--- config.mk ---
export PLATFORM = sky130hd
export DESIGN_NAME = multi_clk_divider_flat
export DESIGN_NICKNAME = d
export VERILOG_FILES = /design/src/rtl/multi_clk_divider_if.sv /design/src/rtl/multi_clk_divider.sv /design/src/flat_wrapper.sv
export SDC_FILE = /design/constraint.sdc
export NUM_CORES = 1
export LEC_CHECK = 0
export CORE_UTILIZATION = 39
export DETAILED_ROUTE_END_ITERATION = 7
export GPL_TIMING_DRIVEN = 0
export PLACE_DENSITY = 0.66
export SLEW_MARGIN = 15
export SYNTH_ARGS = -nofsm -noshare
export SYNTH_HDL_FRONTEND = slang
export SYNTH_SLANG_ARGS = --single-unit
--- constraint.sdc ---
create_clock -name clk -period 6.49 [get_ports clk]
set_input_delay 1.298 -clock clk [delete_from_list [all_inputs] [get_ports clk]]
set_output_delay 1.298 -clock clk [all_outputs]
set_load 0.005 [all_outputs]
--- src/rtl/multi_clk_divider_if.sv ---
// multi_clk_divider_if: control and output bundle for multi_clk_divider
//   en       per-channel count enable
//   wr_en    divisor write strobe; wr_ch selects the channel, wr_div is the new divisor
//   tick     one-cycle strobe at the end of each channel period
//   slow_clk 50 % square wave toggling on every tick
//   sync     (only with MULTI_CLK_DIV_SYNC_EN) phase-aligns every channel
interface multi_clk_divider_if #(
  parameter int NUM_CH = 2,
  parameter int CNT_W = 26
);
  localparam int WR_W = NUM_CH > 1 ? $clog2(NUM_CH) : 1;
  logic [NUM_CH-1:0] en;
  logic wr_en;
  logic [WR_W-1:0] wr_ch;
  logic [CNT_W-1:0] wr_div;
  logic [NUM_CH-1:0] tick;
  logic [NUM_CH-1:0] slow_clk;
`ifdef MULTI_CLK_DIV_SYNC_EN
  logic sync;
`endif
  modport master (
`ifdef MULTI_CLK_DIV_SYNC_EN
    output sync,
`endif
    output en, wr_en, wr_ch, wr_div,
    input tick, slow_clk
  );
  modport slave (
`ifdef MULTI_CLK_DIV_SYNC_EN
    input sync,
`endif
    input en, wr_en, wr_ch, wr_div,
    output tick, slow_clk
  );
endinterface

--- src/rtl/multi_clk_divider.sv ---
// multi_clk_divider: NUM_CH independent runtime-programmable clock dividers
//   clk, rst  system clock, synchronous active-high reset
//   bus       multi_clk_divider_if.slave: en, wr_en/wr_ch/wr_div in; tick, slow_clk out
//   Optional macro MULTI_CLK_DIV_SYNC_EN adds bus.sync to phase-align all channels.
module multi_clk_divider #(
  parameter int NUM_CH = 2,
  parameter int CNT_W = 26,
  parameter int DEFAULT_DIV = 50_000_000
) (
  input logic clk,
  input logic rst,
  multi_clk_divider_if.slave bus
);
  logic sync;
`ifdef MULTI_CLK_DIV_SYNC_EN
  assign sync = bus.sync;
`else
  assign sync = 1'b0;
`endif
  for (genvar g = 0; g < NUM_CH; g++) begin : g_ch
    logic [CNT_W-1:0] div, cnt;
    logic tick, slow, hit, run, tc;
    // an equality match on the channel index also rejects wr_ch >= NUM_CH
    assign hit = bus.wr_en && int'(bus.wr_ch) == g;
    assign run = bus.en[g] && div != '0;
    // div-1 is only looked at when div is non-zero, so it never wraps
    assign tc = run && cnt == div - CNT_W'(1);
    always_ff @(posedge clk)
      if (rst) begin
        div <= CNT_W'(DEFAULT_DIV);
        cnt <= '0;
        tick <= 1'b0;
        slow <= 1'b0;
      end else if (hit || sync) begin
        div <= hit ? bus.wr_div : div;
        cnt <= '0;
        tick <= 1'b0;
        slow <= sync ? 1'b0 : slow;
      end else begin
        cnt <= tc ? '0 : run ? cnt + CNT_W'(1) : cnt;
        tick <= tc;
        slow <= slow ^ tc;
      end
    assign bus.tick[g] = tick;
    assign bus.slow_clk[g] = slow;
  end
endmodule

--- src/flat_wrapper.sv ---
// flat-port wrapper written by rule: the top's interface ports become plain ports
module multi_clk_divider_flat 
#(
  parameter int NUM_CH = 2,
  parameter int CNT_W = 26,
  parameter int DEFAULT_DIV = 50_000_000
)
  (clk, rst, bus_en, bus_wr_en, bus_wr_ch, bus_wr_div, bus_tick, bus_slow_clk);
  multi_clk_divider_if #(.NUM_CH(NUM_CH), .CNT_W(CNT_W)) bus_i ();
  input logic clk;
  input logic rst;
  input wire logic [$bits(bus_i.en)-1:0] bus_en;
  input wire logic [$bits(bus_i.wr_en)-1:0] bus_wr_en;
  input wire logic [$bits(bus_i.wr_ch)-1:0] bus_wr_ch;
  input wire logic [$bits(bus_i.wr_div)-1:0] bus_wr_div;
  output wire logic [$bits(bus_i.tick)-1:0] bus_tick;
  output wire logic [$bits(bus_i.slow_clk)-1:0] bus_slow_clk;
  assign bus_i.en = bus_en;
  assign bus_i.wr_en = bus_wr_en;
  assign bus_i.wr_ch = bus_wr_ch;
  assign bus_i.wr_div = bus_wr_div;
  assign bus_tick = bus_i.tick;
  assign bus_slow_clk = bus_i.slow_clk;
  multi_clk_divider #(.NUM_CH(NUM_CH), .CNT_W(CNT_W), .DEFAULT_DIV(DEFAULT_DIV)) u_core (.clk(clk), .rst(rst), .bus(bus_i));
endmodule
**Yosys cells after proc, flatten, opt, wreduce, memory -nomap -nowiden**

Index checks and enable logic that the tools add are counted.
W data, S select, Z words.

- Word-level logic and storage cells: 29
- Bits of input ports: 32
- Register bits: 108
- Output and inout bits: 4

- Eq/ne operators: 2
- Bitwise operators: 3
- Reduce and logical (&&, ||, !) cells: 12
- $add $sub $neg: 4

Operator list:

| operator | count |
|---|---|
| $add A26 B1 Y26 const B | 2 |
| $eq A26 B26 Y1 | 2 |
| $reduce_bool A26 Y1 | 2 |
| $sub A26 B1 Y26 const B | 2 |
| $logic_and A1 B1 Y1 | 6 |
| $reduce_or A3 Y1 | 2 |
| $reduce_or A2 Y1 | 2 |
| $xor A1 B1 Y1 | 2 |
| $not A1 Y1 | 1 |

**Depth between registers and ports, before layout**

- Depth in word-level cells: 4
- Mapped depth: 10
- Depth with buffers taken out: 9

**Worst setup path before layout**

Ideal clock, no wire load.

- Path kind: flip-flop to flip-flop
- From: register u_core.g_ch[0].div[3]
- To: register u_core.g_ch[0].cnt[10]
- Slack: 3,482 ps
- Stages on the path, launching flop included: 11
- Setup time: 141 ps
- Required time: 6,349 ps
- Clock period less this slack: 3,008 ps
- Path buffers: 3
- Arrival time: 2,868 ps
- Cells stage by stage: dfxtp_1 -> buf_6 -> or4_1 -> clkbuf_2 -> or4_4 -> or4_4 -> a21oi_2 -> nand4_2 -> nor3_4 -> buf_8 -> nor3_2

- Word-level cells in the longest chain between the ends: 4
- Elaborated cells between the ends (all ways): 6
- Classes of those cells: add/sub (1); eq/ne (1); reduce/logical (4)

RTL lines:

| element | line | RTL |
|---|---|---|
| from (decl) | multi_clk_divider.sv:21 | `logic [CNT_W-1:0] div, cnt;` |
| from (signal assigned) | multi_clk_divider.sv:30 | `div <= CNT_W'(DEFAULT_DIV);` |
| from (signal assigned) | multi_clk_divider.sv:35 | `div <= hit ? bus.wr_div : div;` |
| $sub A26 B1 Y26 or $reduce_bool A26 Y1 (tied branches) | multi_clk_divider.sv:27, multi_clk_divider.sv:25 |  |
| $eq A26 B26 Y1 or $logic_and A1 B1 Y1 (tied branches) | multi_clk_divider.sv:27, multi_clk_divider.sv:25 |  |
| $logic_and A1 B1 Y1 | multi_clk_divider.sv:27 | `assign tc = run && cnt == div - CNT_W'(1);` |
| $reduce_or A3 Y1 (no source line) | - |  |
| to (signal assigned) | multi_clk_divider.sv:40 | `cnt <= tc ? '0 : run ? cnt + CNT_W'(1) : cnt;` |
| to (decl) | multi_clk_divider.sv:21 |  |

Parallel ways exist; a longest one is shown, timed or not.
A chain may end at the register's enable or synchronous reset.

**Worst setup path after layout**

- From: register u_core.g_ch[1].div[5]
- To: register u_core.g_ch[1].cnt[13]

- Word-level cells in the longest chain between the ends: 4
- Elaborated cells between the ends (all ways): 6
- Classes of those cells: add/sub (1); eq/ne (1); reduce/logical (4)

RTL lines:

| element | line |
|---|---|
| from (decl) | multi_clk_divider.sv:21 |
| from (signal assigned) | multi_clk_divider.sv:30 |
| from (signal assigned) | multi_clk_divider.sv:35 |
| $sub A26 B1 Y26 or $reduce_bool A26 Y1 (tied branches) | multi_clk_divider.sv:27, multi_clk_divider.sv:25 |
| $eq A26 B26 Y1 or $logic_and A1 B1 Y1 (tied branches) | multi_clk_divider.sv:27, multi_clk_divider.sv:25 |
| $logic_and A1 B1 Y1 | multi_clk_divider.sv:27 |
| $reduce_or A3 Y1 (no source line) | - |
| to (signal assigned) | multi_clk_divider.sv:40 |
| to (decl) | multi_clk_divider.sv:21 |

Parallel ways exist; a longest one is shown, timed or not.

==> results_dict.tcl <==
set metrics [dict create \
    cp.arrival_ns 3.91 \
    via_per_inst 5.51 \
    portBuffers 35 \
    cp-start-kind "flip-flop" \
    ant_nets 0 \
    p_leak_nw 2.48 \
    synthCells 814 \
    wl_per_cell_um 15.5 \
    fp.dieW_um 131 \
    post-route-period-util_pct 56.8 \
    grt_use_total_pct 20.8 \
    p_sw_mw 0.384 \
    ys_async_sr_fraction_pct 0 \
    final_cell_mix "nand2_1, dfxtp_1, xnor2_1" \
    synth_ff_type "dfxtp_1" \
    first_iter_violations 409 \
    num_io_pins 36 \
    fin_util_pct 46.4 \
    grt_overflow 0 \
    rsz0062_at_grt "no" \
    std_cell_rows 46 \
    switching_share_pct 25.7 \
    grt_max_degree 17 \
    cts_buffers 9 \
    cp-startpoint "u_core.g_ch[1].div[5]" \
    drv_slew 0 \
    cts-root-buf "clkbuf_16" \
    final_common_cell "nand2_1" \
    initial_utilization_pct 40.5 \
    crit_path_end "u_core.g_ch[1].cnt[13]" \
    power_density_nw_per_um2 200 \
    timing.rr.end "u_core.g_ch[1].cnt[13]" \
    wl_mm 16.7 \
    htreeDepth 3 \
    crit_required_ns 6.71 \
    dp_hpwl_mm 12.8 \
    cp_max_fo 10 \
    ys_top_cells_by_area "dfxtp_1, xnor2_1, nand2_1, nor3_1, xor2_1" \
    min_path_type "flip-flop to flip-flop" \
    antenna_found_initial 0 \
    reg2reg_depth 8 \
    max_stage_delay_ns 0.71 \
    min_period_ns 3.69 \
    crit_path_end_kind "flip-flop" \
    finalHoldViolations 0 \
    ir_drop_uv 154 \
    postCtsSetupBuffers 0 \
    ys_ff_latch 108 \
    synth_top_area_share_pct 33.3 \
    fin_setup_tns_ns 0 \
    grt_pass1_vias 5363 \
    area_growth_pct 14.6 \
    synth.largest_area_cell "dfxtp_1" \
    hold_buffers 0 \
    cts_tree "built" \
    clkLatencyLatePin_ns 0.36 \
    place_congestion 0.880 \
    p_comb_share_pct 12.8 \
    grt_pass1_wl_mm 27.4 \
    synthDistinctLibCells 67 \
    r2r_start "u_core.g_ch[1].div[5]" \
    worstPathCellList "nor3_1 > nand4_1 > or4_1 > a22oi_1 > or3b_1 > nor4_4 > buf_4 > nor3_1" \
    core_um2 16100 \
    cts_resized 0 \
    slew_headroom_pct 41.2 \
    p_seq_share_pct 47.5 \
    dpl_cell_area_um2 7130 \
    fin_ws_ns 2.80 \
    cp_slowest_cell "nor3_1" \
    finalClockSkew_ns 0.00666 \
    vias 5951 \
    die_h_um 131 \
    rrSetupSlack_ns 2.80 \
    synth_seq_area_share_pct 33.3 \
    crit_top_cell "nor3_1" \
    die_area_um2 17200 \
    synth_edf_count 0 \
    cts_sinks 108 \
    syn_nets 852 \
    place_ws_ns 2.84 \
    p_int_mw 1.11 \
    clock_power_share_pct 39.7 \
    n_antenna_cell 0 \
    clkSlewWorstSetupHoldPaths_ns 0.07 \
    ctsLongestPathBuffers 2 \
    drt_pre_antenna_iters 5 \
    syn-mean-instance-area_um2 7.98 \
    synth-warning-count 0 \
    path_class "flip-flop to flip-flop" \
    setup_viol 0 \
    nNetsFinal 898 \
    status "completed" \
    synth.cell_area_um2 6500 \
    fmax_ghz 0.271 \
    total_power_mw 1.49 \
    worst-slew-pin-transition_ns 0.874 \
    drive_gt1_share_pct 7.40 \
    finalInstanceArea_um2 7450 \
    max-cap-violations 0 \
    drcViolationCount 0 \
]
==> metal layers <==
layer	vias up	track usage (%)	routed length [µm]
met2	164	29.5	6840
met3	15	2.52	950
li1	2963	-	-
met1	2809	31.8	8650
met4	0	7.51	261
met5	-	0	0
==> through the flow <==
| stage | hold WS [ns] | std cells |
|---|---|---|
| after floorplan | 0.459 | 814 |
| after global placement | 0.474 | 1065 |
| after detailed placement | 0.480 | 1065 |
| after CTS | 0.489 | 1081 |
| after global routing | 0.522 | 1081 |
| final | 0.501 | 1081 |
==> critical path: cells and delay by family (launching register included) <==
family | cells | cell delay [ns]
AOI/OAI and AO/OA | 1 | 0.17
buffers and inverters | 1 | 0.29
DFF | 1 | 0.35
and+or+nand+nor | 6 | 2.76
==> worst min path at each step <==
| stage | startpoint | cells past startpoint | slack [ns] | to |
|---|---|---|---|---|
| 2_1_floorplan | u_core.g_ch[0].div[1] | 2 | 0.46 | u_core.g_ch[0].div[1] |
| 3_5_place_dp | u_core.g_ch[0].div[1] | 2 | 0.48 | u_core.g_ch[0].div[1] |
| 4_1_cts | u_core.g_ch[0].div[1] | 2 | 0.49 | u_core.g_ch[0].div[1] |
| 3_3_place_gp | u_core.g_ch[0].div[1] | 2 | 0.47 | u_core.g_ch[0].div[1] |
| 6_report | u_core.g_ch[0].div[1] | 2 | 0.50 | u_core.g_ch[0].div[1] |
| 5_1_grt | u_core.g_ch[1].div[24] | 2 | 0.52 | u_core.g_ch[1].div[24] |
==> area by class of cell <==
class | instances | area (µm²)
Inverter | 15 | 56.3
Clock inverter | 5 | 75.1
Multi-Input combinational cell | 643 | 4050
Buffer | 48 | 239
Fill cell | 1592 | 8610
Timing Repair Buffer | 35 | 350
Tap cell | 216 | 270
Clock buffer | 11 | 243
Sequential cell | 108 | 2160
==> logic make-up (layout without fill, tap and decap cells) <==
family / count (synthesis) / after routing / synth area share, %
xor+xnor: 112 / 112 / 15.1
flops: 108 / 108 / 33.3
mux: 6 / 6 / 0.963
simple gates: 425 / 425 / 35.5
compound gates: 94 / 94 / 9.51
fa+ha+maj: 6 / 6 / 1.16
buf+inv: 63 / 114 / 4.54
==> power groups by stage <==
stage | combinational [mW] | sequential (mW) | clock [mW]
6_report | 0.191 | 0.708 | 0.593
4_1_cts | 0.189 | 0.708 | 0.606
3_3_place_gp | 0.185 | 0.723 | 0
5_1_grt | 0.211 | 0.712 | 0.628
2_1_floorplan | 0.128 | 0.715 | 0
3_5_place_dp | 0.187 | 0.723 | 0
==> Yosys cell counts (9+ instances only) <==
cell and n:
nand2_1 130, dfxtp_1 108, xnor2_1 76, nor3_1 71, nor2_1 42, xor2_1 36
a21oi_1 35, clkbuf_1 32, nand3b_1 25, nand3_1 22, nor4_1 22, nand4_1 17
and3_1 15, inv_1 15, nor3_2 13, nor2b_1 12, a31oi_1 9
==> sequential cells by signal, summed over array words and instances, names as in the netlist <==
register	cells
u_core.g_ch.div	52
u_core.g_ch.slow	2
u_core.g_ch.tick	2
u_core.g_ch.cnt	52
No activity file was read; power rests on OpenSTA's default activity.
